<file path="src/rtl/turn_signal_pkg.sv">
// Shared definitions for the turn-signal sequencer and the lamp-driver block.
package turn_signal_pkg;

  localparam int unsigned MAX_LAMPS = 32;

  typedef enum logic [2:0] {
    IDLE    = 3'd0,
    LEFT    = 3'd1,
    RIGHT   = 3'd2,
    HAZ_ON  = 3'd3,
    HAZ_OFF = 3'd4,
    ERR     = 3'd5
  } state_t;

  // Lamps 0..step lit, clipped to the number of lamps fitted.
  function automatic logic [MAX_LAMPS-1:0] fill_mask(input int unsigned step,
                                                     input int unsigned lamps);
    logic [MAX_LAMPS-1:0] m;
    m = '0;
    for (int unsigned i = 0; i < MAX_LAMPS; i++) begin
      m[i] = (i <= step) && (i < lamps);
    end
    return m;
  endfunction

endpackage

</file>
<file path="src/rtl/turn_signal_seq_if.sv">
// Driver-switch requests and lamp outputs of the turn-signal sequencer.
interface turn_signal_seq_if #(
  parameter int LAMPS = 3
);
  logic             left;
  logic             right;
  logic             hazard;
  logic [LAMPS-1:0] l_signal;
  logic [LAMPS-1:0] r_signal;
  logic             error;

  modport master (output left, right, hazard, input l_signal, r_signal, error);
  modport slave  (input left, right, hazard, output l_signal, r_signal, error);
endinterface

</file>
<file path="src/rtl/ts_dwell_timer.sv">
// Counts DWELL cycles per lamp phase; clr restarts the phase.
module ts_dwell_timer #(
  parameter int DWELL = 3
) (
  input  logic clk,
  input  logic rst_n,
  input  logic clr,
  output logic phase_end
);
  localparam int DW = (DWELL > 1) ? $clog2(DWELL) : 1;

  logic [DW-1:0] dwell;

  assign phase_end = (dwell == DW'(DWELL - 1));

  always_ff @(posedge clk) begin
    if (!rst_n) begin
      dwell <= '0;
    end else if (clr || phase_end) begin
      dwell <= '0;
    end else begin
      dwell <= dwell + DW'(1);
    end
  end
endmodule

</file>
<file path="src/rtl/turn_signal_seq.sv">
// Sequential turn-signal controller with hazard mode and left/right conflict error.
module turn_signal_seq
  import turn_signal_pkg::*;
#(
  parameter int LAMPS = 3,
  parameter int DWELL = 3
) (
  input logic              clk,
  input logic              rst_n,
  turn_signal_seq_if.slave bus
);
  localparam int SW = (LAMPS > 1) ? $clog2(LAMPS) : 1;

  typedef logic [LAMPS-1:0] lamp_t;

  state_t        state, next_state;
  logic [SW-1:0] step, next_step;
  logic          phase_end;
  logic          clr;
  lamp_t         fm;
  lamp_t         l_dec, r_dec;
  logic          err_dec;

  // Any state or step change restarts the dwell count.
  assign clr = (next_state != state) || (next_step != step);

  ts_dwell_timer #(.DWELL(DWELL)) u_timer (
    .clk       (clk),
    .rst_n     (rst_n),
    .clr       (clr),
    .phase_end (phase_end)
  );

  always_ff @(posedge clk) begin
    if (!rst_n) begin
      state <= IDLE;
      step  <= '0;
    end else begin
      state <= next_state;
      step  <= next_step;
    end
  end

  always_comb begin
    next_state = state;
    next_step  = step;
    l_dec      = '0;
    r_dec      = '0;
    err_dec    = 1'b0;
    fm         = lamp_t'(fill_mask(32'(step), LAMPS));

    case (state)
      IDLE: begin
        next_step = '0;
        if (bus.hazard)                  next_state = HAZ_ON;
        else if (bus.left && bus.right)  next_state = ERR;
        else if (bus.left)               next_state = LEFT;
        else if (bus.right)              next_state = RIGHT;
      end
      LEFT, RIGHT: begin
        if (bus.hazard) begin
          next_state = HAZ_ON;
          next_step  = '0;
        end else if (phase_end) begin
          if (bus.left && bus.right) begin
            next_state = ERR;
            next_step  = '0;
          end else if ((step < SW'(LAMPS - 1)) &&
                       ((state == LEFT) ? bus.left : bus.right)) begin
            next_step = step + SW'(1);
          end else begin
            next_state = IDLE;
            next_step  = '0;
          end
        end
      end
      HAZ_ON, HAZ_OFF: begin
        if (phase_end) begin
          if (bus.hazard) next_state = (state == HAZ_ON) ? HAZ_OFF : HAZ_ON;
          else            next_state = IDLE;
        end
      end
      ERR: begin
        if (bus.hazard)                  next_state = HAZ_ON;
        else if (!(bus.left && bus.right)) next_state = IDLE;
      end
      default: begin
        next_state = IDLE;
        next_step  = '0;
      end
    endcase

    case (state)
      LEFT:   l_dec = fm;
      RIGHT: begin
        for (int unsigned i = 0; i < LAMPS; i++) begin
          r_dec[i] = fm[LAMPS-1-i];
        end
      end
      HAZ_ON: begin
        l_dec = '1;
        r_dec = '1;
      end
      ERR:     err_dec = 1'b1;
      default: ;
    endcase
  end

  assign bus.l_signal = l_dec;
  assign bus.r_signal = r_dec;
  assign bus.error    = err_dec;
endmodule

</file>
<file path="src/flat_wrapper.sv">
// flat-port wrapper written by rule: the top's interface ports become plain ports
module turn_signal_seq_flat import turn_signal_pkg::*;
#(
  parameter int LAMPS = 3,
  parameter int DWELL = 3
)
  (clk, rst_n, bus_left, bus_right, bus_hazard, bus_l_signal, bus_r_signal, bus_error);
  turn_signal_seq_if #(.LAMPS(LAMPS)) bus_i ();
  input logic clk;
  input logic rst_n;
  input wire logic [$bits(bus_i.left)-1:0] bus_left;
  input wire logic [$bits(bus_i.right)-1:0] bus_right;
  input wire logic [$bits(bus_i.hazard)-1:0] bus_hazard;
  output wire logic [$bits(bus_i.l_signal)-1:0] bus_l_signal;
  output wire logic [$bits(bus_i.r_signal)-1:0] bus_r_signal;
  output wire logic [$bits(bus_i.error)-1:0] bus_error;
  assign bus_i.left = bus_left;
  assign bus_i.right = bus_right;
  assign bus_i.hazard = bus_hazard;
  assign bus_l_signal = bus_i.l_signal;
  assign bus_r_signal = bus_i.r_signal;
  assign bus_error = bus_i.error;
  turn_signal_seq #(.LAMPS(LAMPS), .DWELL(DWELL)) u_core (.clk(clk), .rst_n(rst_n), .bus(bus_i));
endmodule
</file>
<file path="config.mk">
export PLATFORM = sky130hd
export DESIGN_NAME = turn_signal_seq_flat
export DESIGN_NICKNAME = d
export VERILOG_FILES = /design/src/rtl/turn_signal_pkg.sv /design/src/rtl/turn_signal_seq_if.sv /design/src/rtl/ts_dwell_timer.sv /design/src/rtl/turn_signal_seq.sv /design/src/flat_wrapper.sv
export SDC_FILE = /design/constraint.sdc
export NUM_CORES = 1
export LEC_CHECK = 0
export ABC_CLOCK_PERIOD_IN_PS = 3500
export BUFFER_PORTS_ARGS = -buffer_cell sky130_fd_sc_hd__buf_2
export CORE_MARGIN = 2
export CORE_UTILIZATION = 40
export CTS_CLUSTER_DIAMETER = 120
export DETAILED_ROUTE_END_ITERATION = 16
export HOLD_SLACK_MARGIN = 0.05
export PLACE_DENSITY_LB_ADDON = 0.15
export SETUP_SLACK_MARGIN = 0.05
export SLEW_MARGIN = 10
export SYNTH_ARGS = -nofsm -noshare
export SYNTH_HDL_FRONTEND = slang
export SYNTH_SLANG_ARGS = --single-unit
</file>
<file path="constraint.sdc">
create_clock -name clk -period 3.5 [get_ports clk]
set_clock_uncertainty 0.15 [all_clocks]
set_input_delay 0.175 -clock clk [delete_from_list [all_inputs] [get_ports clk]]
set_output_delay 0.175 -clock clk [all_outputs]
set_load 0.02 [all_outputs]
</file>
==> out/results.ini <==
[cts]
tritoncts = done
cts_buffers = 3
cts-root-buf = clkbuf_4
post_cts_resized = 0
cts.clk_slew.worst_paths_ns = 0.05
cts.sinks = 7
cts_max_level = 1
insertion_delay_ns = 0.24
cts_buffer_depth = 2

[critical_path]
crit_path_cell_trace = nand2b_2 -> inv_2 -> a22o_1 -> or2_1 -> a221oi_2 -> nor3_1
cp_max_fo = 19
crit_required_ns = 3.47
slowest_stage = dfxtp_1
crit_buf_inv = 1
cp-end-kind = flip-flop
cp-start-kind = flip-flop
reg2reg_slack_ns = 1.34
arrival_ns = 2.13
critPathTopFamily = flip-flops
slowest_delay_ns = 0.67
crit_type = reg -> reg

[sta]
fin_setup_tns_ns = 0
slew_headroom_pct = 61.7
worst_pin_slew_ns = 0.574
fin_crit_sh_pct = 61.8
drv_slew = 0
timing.fmax_mhz = 462
finalSetupViolCount = 0
fin_crit_ns = 2.16
rsz0062_at_grt = no
hold_violations = 0

[yosys]
yosys.area.top_type = dfxtp_1
synth_area_leaders = dfxtp_1 (20%), a21oi_1 (8.7%), ha_1 (5.4%)
yosys-top-cells-count = a21oi_1 (12), nor2_1 (10), inv_1 (9)
synth_cell_types = 39
yosysMostFrequentCell = a21oi_1
avgSynthCellArea_um2 = 7.18
ys.warnings.count = 0
async_flop_share_pct = 0
syn_area_um2 = 689
ys_seq_area_share_pct = 20.3
yosysTopAreaCellShare_pct = 20.3
synth_flop_cell = dfxtp_1
synth_fp_nets = 104
synthCells = 96
synth_edf_count = 0
ys_ff_latch = 7

[grt]
grt_overflow_total = 0
grt_pass1_vias = 655
grt_use_total_pct = 18.7
grt_max_degree = 20
grt_pass1_wl_mm = 2.81
antenna_found_initial = 0

[cells_and_area]
area_growth_syn_to_layout_pct = 11.8
diodes = 0
drive_gt1_share_pct = 17.9
multi_input_area_um2 = 482
seq_area_um2 = 140
fillers = 157
fin_area_um2 = 771
layout.nets = 115

[die]
die-area_um2 = 2070
die_w_um = 45.5
die_h_um = 45.5
core-area_um2 = 1560
start_util_pct = 44.2
top_level_ports = 12
rows = 14

[hold_path]
min_path_type = in -> reg

[drt]
wl_per_cell_um = 13.1
drtAntennaViolNets = 0
viasPerCell = 6.01
initialDrtViolationCount = 22
routed_wl_mm = 1.60
drc = 0
dr.pass1.iters = 4
via_count = 733

[placed_design]
dpl_cell_area_um2 = 734
io_buffers = 11
place.gp.congestion = 0.835
hpwl_mm = 1.19

[pwr]
powerDensity_nw_per_um2 = 426
p_leak_nw = 0.316
peakVddDrop_v = 0.000348

[run_status]
status = complete, no violations

[flow_run]
cap_violations = 0

worst paths after layout:
path / cells past startpoint / start / end
setup / recovery: 6 / u_core.state[2] / u_core.u_timer.dwell[1]
hold / removal: 3 / bus_hazard / u_core.state[1]
setup reg to reg: 6 / u_core.state[2] / u_core.u_timer.dwell[1]
hold reg to reg: 1 / u_core.u_timer.dwell[0] / u_core.u_timer.dwell[0]
registers in the layout, summed over array words and instances, names as in the netlist:
name / cells
u_core.state: 3
u_core.step: 2
u_core.u_timer.dwell: 2
power by group:
part,leakage [nW],internal (mW),switching (mW)
clock,0.0150,0.0432,0.0251
sequential,0.0572,0.0885,0.0258
combinational,0.243,0.0615,0.0840
total,0.316,0.193,0.135
repair_timing:
item                      in CTS  in global routing
hold buffers                   1                  0
setup buffers                  0                  0
hold endpoints to repair       2                  0
cells by family after synthesis:
family          synth area share [%]
compound gates                  36.7
simple gates                    26.3
buf+inv                         9.80
flops                           20.3
fa+ha+maj                       5.45
mux                             1.45
layer usage:
metal  up-vias  share of wire [%]  global-route usage [%]
li1        372                  -                       -
met3         6                4.1                    3.57
met2        20                 45                    28.2
met5         -                  0                       0
met4         0                2.9                    12.4
met1       335                 48                    23.9
layout by cell type (no fill, tap or decap), drive strengths merged, types with 2 or more instances in the layout:
cell,n
a21oi,12
buf,11
nor2,10
inv,10
dfxtp,7
o21ai,7
nor2b,4
nand2b,4
clkbuf,4
nor3,3
ha,3
nand3b,2
a31oi,2
a2111oi,2
nand3,2
o21a,2
nand2,2
per-stage QoR:
step | utilization, % | worst slack [ns] | instances | total power [mW] | hold slack, ns
final | 49.4 | 1.34 | 122 | 0.328 | 0.193
after floorplan | - | 1.60 | 96 | 0.226 | 0.143
after global placement | 47.1 | 1.36 | 117 | 0.261 | 0.258
after global routing | 49.4 | 1.18 | 122 | 0.357 | 0.215
after CTS | 49.4 | 1.37 | 122 | 0.330 | 0.182
after detailed placement | 47.1 | 1.36 | 117 | 0.258 | 0.262
worst reg2reg max path: stages (launching register included):
cell and delay, ns:
dfxtp_1 0.67, nand2b_2 0.28, inv_2 0.07, a22o_1 0.23
or2_1 0.26, a221oi_2 0.31, nor3_1 0.09
final cells by class:
cell class / count / area share (%)
Inverter: 10 / 4.87
Tap cell: 16 / 2.60
Clock buffer: 4 / 3.41
Multi-Input combinational cell: 73 / 62.5
Timing Repair Buffer: 12 / 8.44
Sequential cell: 7 / 18.2
(Power assumes the default switching activity.)
